===== src/rtl/cmos_pkg.sv =====
// Shared types and constants for the per-camera frame gate.
// Nominal geometry defaults match the 640x360 capture mode of the OV5640 driver.
package cmos_pkg;

  typedef enum logic [1:0] {
    IDLE = 2'd0,
    PASS = 2'd1,
    SKIP = 2'd2
  } gate_state_e;

  localparam int unsigned DEF_H_PIXEL = 640;
  localparam int unsigned DEF_V_PIXEL = 360;
  localparam int unsigned RGB565_W    = 16;

endpackage


===== src/rtl/cmos_geom_check.sv =====
// Line/frame geometry checker: counts pixels and lines and flags passed
// lines or frames whose size differs from the nominal geometry.
module cmos_geom_check
  import cmos_pkg::*;
#(
  parameter int unsigned H_PIXEL = DEF_H_PIXEL,
  parameter int unsigned V_PIXEL = DEF_V_PIXEL,
  parameter int unsigned CNT_W   = 13
) (
  input  logic             clk,
  input  logic             rst,
  input  logic             fs_i,
  input  logic             closing_pass_i,
  input  logic             href_i,
  input  logic             valid_i,
  input  logic             err_clr_i,
  output logic             line_len_err_o,
  output logic             line_cnt_err_o,
  output logic [CNT_W-1:0] last_line_len_o,
  output logic [CNT_W-1:0] last_frame_lines_o
);

  localparam logic [CNT_W-1:0] CNT_MAX = '1;
  localparam logic [CNT_W-1:0] H_EXP   = CNT_W'(H_PIXEL);
  localparam logic [CNT_W-1:0] V_EXP   = CNT_W'(V_PIXEL);

  logic             href_q;
  logic [CNT_W-1:0] pix_q, pix_d;
  logic [CNT_W-1:0] line_q, line_d;
  logic [CNT_W-1:0] llen_q, llen_d;
  logic [CNT_W-1:0] lframe_q, lframe_d;
  logic             len_err_q, len_err_d;
  logic             cnt_err_q, cnt_err_d;
  logic             len_set, cnt_set;

  // Frame start wins over a coincident line end, so a line cut by fs is dropped unchecked.
  always_comb begin
    pix_d    = pix_q;
    line_d   = line_q;
    llen_d   = llen_q;
    lframe_d = lframe_q;
    len_set  = 1'b0;
    cnt_set  = 1'b0;
    if (fs_i) begin
      lframe_d = line_q;
      cnt_set  = closing_pass_i && (line_q != V_EXP);
      pix_d    = '0;
      line_d   = '0;
    end else if (href_q && !href_i) begin
      llen_d  = pix_q;
      len_set = closing_pass_i && (pix_q != H_EXP);
      pix_d   = '0;
      line_d  = (line_q == CNT_MAX) ? line_q : line_q + 1'b1;
    end else if (valid_i && href_i && (pix_q != CNT_MAX)) begin
      pix_d = pix_q + 1'b1;
    end
    len_err_d = len_set | (len_err_q & ~err_clr_i);
    cnt_err_d = cnt_set | (cnt_err_q & ~err_clr_i);
  end

  always_ff @(posedge clk or posedge rst) begin
    if (rst) begin
      href_q    <= 1'b0;
      pix_q     <= '0;
      line_q    <= '0;
      llen_q    <= '0;
      lframe_q  <= '0;
      len_err_q <= 1'b0;
      cnt_err_q <= 1'b0;
    end else begin
      href_q    <= href_i;
      pix_q     <= pix_d;
      line_q    <= line_d;
      llen_q    <= llen_d;
      lframe_q  <= lframe_d;
      len_err_q <= len_err_d;
      cnt_err_q <= cnt_err_d;
    end
  end

  assign line_len_err_o     = len_err_q;
  assign line_cnt_err_o     = cnt_err_q;
  assign last_line_len_o    = llen_q;
  assign last_frame_lines_o = lframe_q;

endmodule


===== src/rtl/cmos_frame_gate.sv =====
// Per-camera frame gate: starts passing only at a frame boundary, decimates
// frames (keep 1 of keep_div+1) and reports geometry errors for bring-up.
module cmos_frame_gate
  import cmos_pkg::*;
#(
  parameter int unsigned H_PIXEL = DEF_H_PIXEL,
  parameter int unsigned V_PIXEL = DEF_V_PIXEL,
  parameter int unsigned CNT_W   = 13,
  parameter logic        VS_POL  = 1'b1
) (
  input  logic                cmos_pclk,
  input  logic                sys_rst,
  input  logic                capture_en,
  input  logic [3:0]          keep_div,
  input  logic                err_clr,
  input  logic                in_vsync,
  input  logic                in_href,
  input  logic                in_valid,
  input  logic [RGB565_W-1:0] in_data,
  output logic                out_vsync,
  output logic                out_href,
  output logic                out_valid,
  output logic [RGB565_W-1:0] out_data,
  output logic                frame_active,
  output logic [15:0]         frame_cnt,
  output logic                line_len_err,
  output logic                line_cnt_err,
  output logic [CNT_W-1:0]    last_line_len,
  output logic [CNT_W-1:0]    last_frame_lines
);

  gate_state_e         state_q, state_d;
  logic [3:0]          skip_q, skip_d;
  logic                vsync_q;
  logic                fs;
  logic                pass_now;
  logic                enter_pass;
  logic                href_q, valid_q;
  logic [RGB565_W-1:0] data_q;
  logic [15:0]         fcnt_q;

  assign fs = (in_vsync == VS_POL) && (vsync_q != VS_POL);

  always_ff @(posedge cmos_pclk or posedge sys_rst) begin
    if (sys_rst) begin
      state_q <= IDLE;
      skip_q  <= '0;
    end else begin
      state_q <= state_d;
      skip_q  <= skip_d;
    end
  end

  // Decisions are taken only at frame start, so a frame is always passed or dropped whole.
  always_comb begin
    state_d = state_q;
    skip_d  = skip_q;
    if (fs) begin
      case (state_q)
        IDLE: begin
          if (capture_en) begin
            state_d = PASS;
            skip_d  = keep_div;
          end
        end
        default: begin
          if (!capture_en) begin
            state_d = IDLE;
          end else if (skip_q == 4'd0) begin
            state_d = PASS;
            skip_d  = keep_div;
          end else begin
            state_d = SKIP;
            skip_d  = skip_q - 4'd1;
          end
        end
      endcase
    end
  end

  // Gating follows the state that owns the current input cycle, including the fs cycle.
  always_comb begin
    pass_now   = (state_d == PASS);
    enter_pass = fs && pass_now;
  end

  always_ff @(posedge cmos_pclk or posedge sys_rst) begin
    if (sys_rst) begin
      vsync_q <= 1'b0;
      href_q  <= 1'b0;
      valid_q <= 1'b0;
      data_q  <= '0;
      fcnt_q  <= '0;
    end else begin
      vsync_q <= in_vsync;
      href_q  <= in_href && pass_now;
      valid_q <= in_valid && pass_now;
      data_q  <= (in_valid && pass_now) ? in_data : '0;
      if (enter_pass) begin
        fcnt_q <= fcnt_q + 16'd1;
      end
    end
  end

  assign out_vsync    = vsync_q;
  assign out_href     = href_q;
  assign out_valid    = valid_q;
  assign out_data     = data_q;
  assign frame_active = (state_q == PASS);
  assign frame_cnt    = fcnt_q;

  cmos_geom_check #(
    .H_PIXEL(H_PIXEL),
    .V_PIXEL(V_PIXEL),
    .CNT_W  (CNT_W)
  ) u_geom (
    .clk               (cmos_pclk),
    .rst               (sys_rst),
    .fs_i              (fs),
    .closing_pass_i    (state_q == PASS),
    .href_i            (in_href),
    .valid_i           (in_valid),
    .err_clr_i         (err_clr),
    .line_len_err_o    (line_len_err),
    .line_cnt_err_o    (line_cnt_err),
    .last_line_len_o   (last_line_len),
    .last_frame_lines_o(last_frame_lines)
  );

endmodule


===== config.mk =====
export PLATFORM = sky130hd
export DESIGN_NAME = cmos_frame_gate
export DESIGN_NICKNAME = d
export VERILOG_FILES = /design/src/rtl/cmos_pkg.sv /design/src/rtl/cmos_geom_check.sv /design/src/rtl/cmos_frame_gate.sv
export SDC_FILE = /design/constraint.sdc
export NUM_CORES = 1
export LEC_CHECK = 0
export ABC_CLOCK_PERIOD_IN_PS = 4310
export CAP_MARGIN = 20
export CELL_PAD_IN_SITES_DETAIL_PLACEMENT = 1
export CELL_PAD_IN_SITES_GLOBAL_PLACEMENT = 1
export CORE_ASPECT_RATIO = 1.4
export CORE_MARGIN = 2
export CORE_UTILIZATION = 41
export CTS_BUF_LIST = sky130_fd_sc_hd__clkbuf_8
export DETAILED_ROUTE_END_ITERATION = 12
export PLACE_DENSITY = 0.92
export SLEW_MARGIN = 40
export SYNTH_ARGS = -nofsm -noshare
export SYNTH_HDL_FRONTEND = slang
export SYNTH_SLANG_ARGS = --single-unit

===== constraint.sdc =====
create_clock -name cmos_pclk -period 4.31 [get_ports cmos_pclk]
set_clock_uncertainty 0.1 [all_clocks]
set_input_delay 0.6465 -clock cmos_pclk [delete_from_list [all_inputs] [get_ports cmos_pclk]]
set_output_delay 0.6465 -clock cmos_pclk [all_outputs]
set_load 0.01 [all_outputs]

==> run_results.csv <==
group,metric,value,unit
status,status,"completed",
route,drtPass1Iterations,4,
synth,synth-seq-cells,96,
synth,ys_async_sr_fraction,1.00,
synth,syn_inst,403,
clock_tree,clock-root-buffer,"clkbuf_8",
route,avgViaCountPerCell,5.45,
synth,synth_common_cells,"dfrtp_1 (96), nand2_1 (66), o21ai_0 (21)",
sta,finalSetupViolCount,0,
placed_design,hpwl,8110,um
setup_path,crit_fanout,20,
min_path,whs_path_depth,1,
pwr,p_sw,0.593,mW
clock_tree,cts.htree.levels,3,
pwr,intPower,1.39,mW
grt,met2_usage,0.365,
clock_tree,clk_pin_slew,0.10,ns
final_layout,drive_above_1_share,0.0798,
setup_path,end_kind,"register",
grt,grt_max_degree,46,
synth,synth_edf_count,0,
clock_tree,insertion_delay,0.38,ns
grt,antenna_found_initial,0,
route,drcViolationCount,0,
setup_path,cp-start-kind,"primary input",
route,wl,11000,um
clock_tree,clk_path_buf_depth,2,
grt,grt_pass1_vias,3743,
floorplan,pin_count,91,
synth,yosysMostFrequentCell,"dfrtp_1",
min_path,hold_start,"frame_cnt[15]$_DFFE_PP0P_",
route,detail_route.wl_per_cell,17.2,um
synth,synthTopCellsByArea,"dfrtp_1 (56%), nand2_1 (5.7%), xnor2_1 (2.6%)",
floorplan,initial_utilization,0.419,
min_path,min_path_type,"register to register",
synth,synth_top_area_frac,0.557,
final_layout,syn_to_final_growth,28.9,%
synth,synth.distinct_cells,53,
placed_design,dp_cells,623,
setup_path,worstReg2RegStart,"skip_q[0]$_DFFE_PP0P_",
synth,synth_top_area_cell,"dfrtp_1",
placed_design,io_buffer_count,90,
grt,top_usage_layer,"met2",
floorplan,rows,44,
floorplan,dieArea,0.0114,sq mm
clock_tree,cts_made_buffers,9,
flow_run,drv_cap,0,
synth,synth_area_per_cell,10.7,sq um
placed_design,gp_congestion,0.863,
setup_path,r2r_end,"out_data[1]$_DFF_PP0_",
setup_path,ff2ff_path_depth,6,
grt,grt_use_met1,0.238,
sta,worstMarginPinSlew,0.671,ns
route,ant_nets,0,
setup_path,r2r_setup_slack,1.88,ns
pwr,clkPwrFrac,0.284,
clock_tree,ctsHoldBuffers,0,
pwr,ir_drop,177,uV
route,drt-initial-drc-count,146,
synth,synthFlopType,"dfrtp_1",
clock_tree,tritoncts,"built",
floorplan,die_h,125,um
clock_tree,postCtsSetupBuffers,0,
synth,yosysWarnings,0,
sta,tns,0,ns
final_layout,antenna_cells,0,
sta,slew_viol_final,0,
setup_path,crit_required,4.52,ns
final_layout,n_fill_cell,1141,
final_layout,instances_no_fill,639,
grt,grt_pass1_wl,18500,um
sta,max_freq,372,MHz
grt,grtUsageMet3,0.0404,
clock_tree,cts.repair.resized,0,
synth,seq_area_frac_synth,0.557,
sta,final_hold_viol_count,0,
pwr,p_per_area,358,mW/mm^2
sta,period_needed,2.69,ns
pwr,leakage,2.39,nW
sta,rsz0062_at_grt,"no",
grt,grt_usage,0.203,
floorplan,die_w,90.7,um
pwr,seqPwrFrac,0.527,
floorplan,core,0.0103,sq mm
synth,synthesis.nets,436,
pwr,pwr-share-comb,0.189,
final_layout,finalNetCount,529,
setup_path,critPathArrivalTime,2.89,ns
setup_path,critical_path_class,"primary input to register",
sta,min_period_over_period,0.623,
grt,grt_overflow_total,0,
clock_tree,clkSinkCount,96,
route,vias,3485,
pwr,p_sw_frac,0.298,
sta,relSlewSlack,0.548,
synth,netlist_area,0.00431,sq mm
min_path,holdPathEnd,"frame_cnt[15]$_DFFE_PP0P_",
[placed cells by master (no fill, tap or decap), drive strengths merged, types with 8 or more instances in the layout]
master	count
mux2i	9
inv	15
mux2	9
nand2	66
nand4	15
and2	18
clkdlybuf4s50	90
xnor2	13
dfrtp	96
clkbuf	11
nand3	11
a21oi	19
nor2	11
o21ai	21
nor3	8
[worst max-delay path by stage]
stage	startpoint	endpoint	slack [ns]	cells past startpoint
detailed placement	in_vsync	u_geom.pix_q[10]$_DFFE_PP0P_	1.22	5
global route	in_vsync	u_geom.line_q[8]$_DFFE_PP0P_	1.53	6
floorplan	sys_rst	frame_cnt[0]$_DFFE_PP0P_	1.06	1
CTS	in_vsync	u_geom.pix_q[10]$_DFFE_PP0P_	1.62	5
global placement	in_vsync	out_data[3]$_DFF_PP0_	1.27	5
finish	in_vsync	u_geom.line_q[11]$_DFFE_PP0P_	1.62	6
[kinds of logic (layout without fill, tap and decap cells)]
logic type               after synthesis  after routing  share of synthesized area
buffers and inverters                 25            123                     0.0232
AND/OR/NAND/NOR                      170            170                      0.207
AO/OA/AOI/OAI                         72             72                      0.118
adder cells (fa/ha/maj)                6              6                     0.0174
XOR/XNOR                              16             16                     0.0325
multiplexers                          18             18                     0.0444
flip-flops                            96             96                      0.557
[worst max-delay path, stage by stage]
cell             delay [ns]
clkdlybuf4s50_1        0.55
nor2b_1                0.44
buf_4                  0.33
o21ai_0                0.24
or4_1                  0.52
a21oi_1                0.16
[metrics by stage]
| stage | setup WS (ns) | utilization | total power [mW] | cell area [sq um] | hold WS, ns |
|---|---|---|---|---|---|
| 5_1_grt | 1.53 | 0.539 | 2.08 | 5550 | 0.405 |
| 2_1_floorplan | 1.06 | - | 1.25 | 4310 | 0.376 |
| 6_report | 1.62 | 0.539 | 1.99 | 5550 | 0.373 |
| 4_1_cts | 1.62 | 0.539 | 2.01 | 5550 | 0.381 |
| 3_5_place_dp | 1.22 | 0.521 | 1.44 | 5370 | 0.364 |
| 3_3_place_gp | 1.27 | 0.521 | 1.41 | 5360 | 0.360 |
[registers in the layout, summed over array words and instances, names as in the netlist, 2 cells and up]
register	count
u_geom.line_q	13
out_data	16
frame_cnt	16
state_q	2
u_geom.last_frame_lines_o	13
u_geom.last_line_len_o	13
u_geom.pix_q	13
skip_q	4
[power by group through the flow]
| stage | Sequential (mW) | Clock, mW | Combinational (mW) |
|---|---|---|---|
| after CTS | 1.05 | 0.580 | 0.381 |
| after detailed placement | 1.06 | 0 | 0.380 |
| final | 1.05 | 0.564 | 0.376 |
| after floorplan | 1.06 | 0 | 0.186 |
| after global routing | 1.06 | 0.606 | 0.414 |
| after global placement | 1.06 | 0 | 0.357 |
[area by class of cell]
type	instances	area, sq um	area share
inverters	13	51.3	0.00924
multi-input cells	282	1810	0.327
clock inverters	5	31.3	0.00563
clock buffers	11	151	0.0273
well taps	138	173	0.0311
flip-flops and latches	96	2400	0.433
repair buffers	94	931	0.168
[routing by layer]
layer  vias up  wire length (um)
li1       1620                 -
met1      1783              4430
met2        67              5940
met3        15               405
met4         0               204
met5         -                 0
Power figures use the tool's default switching activity.
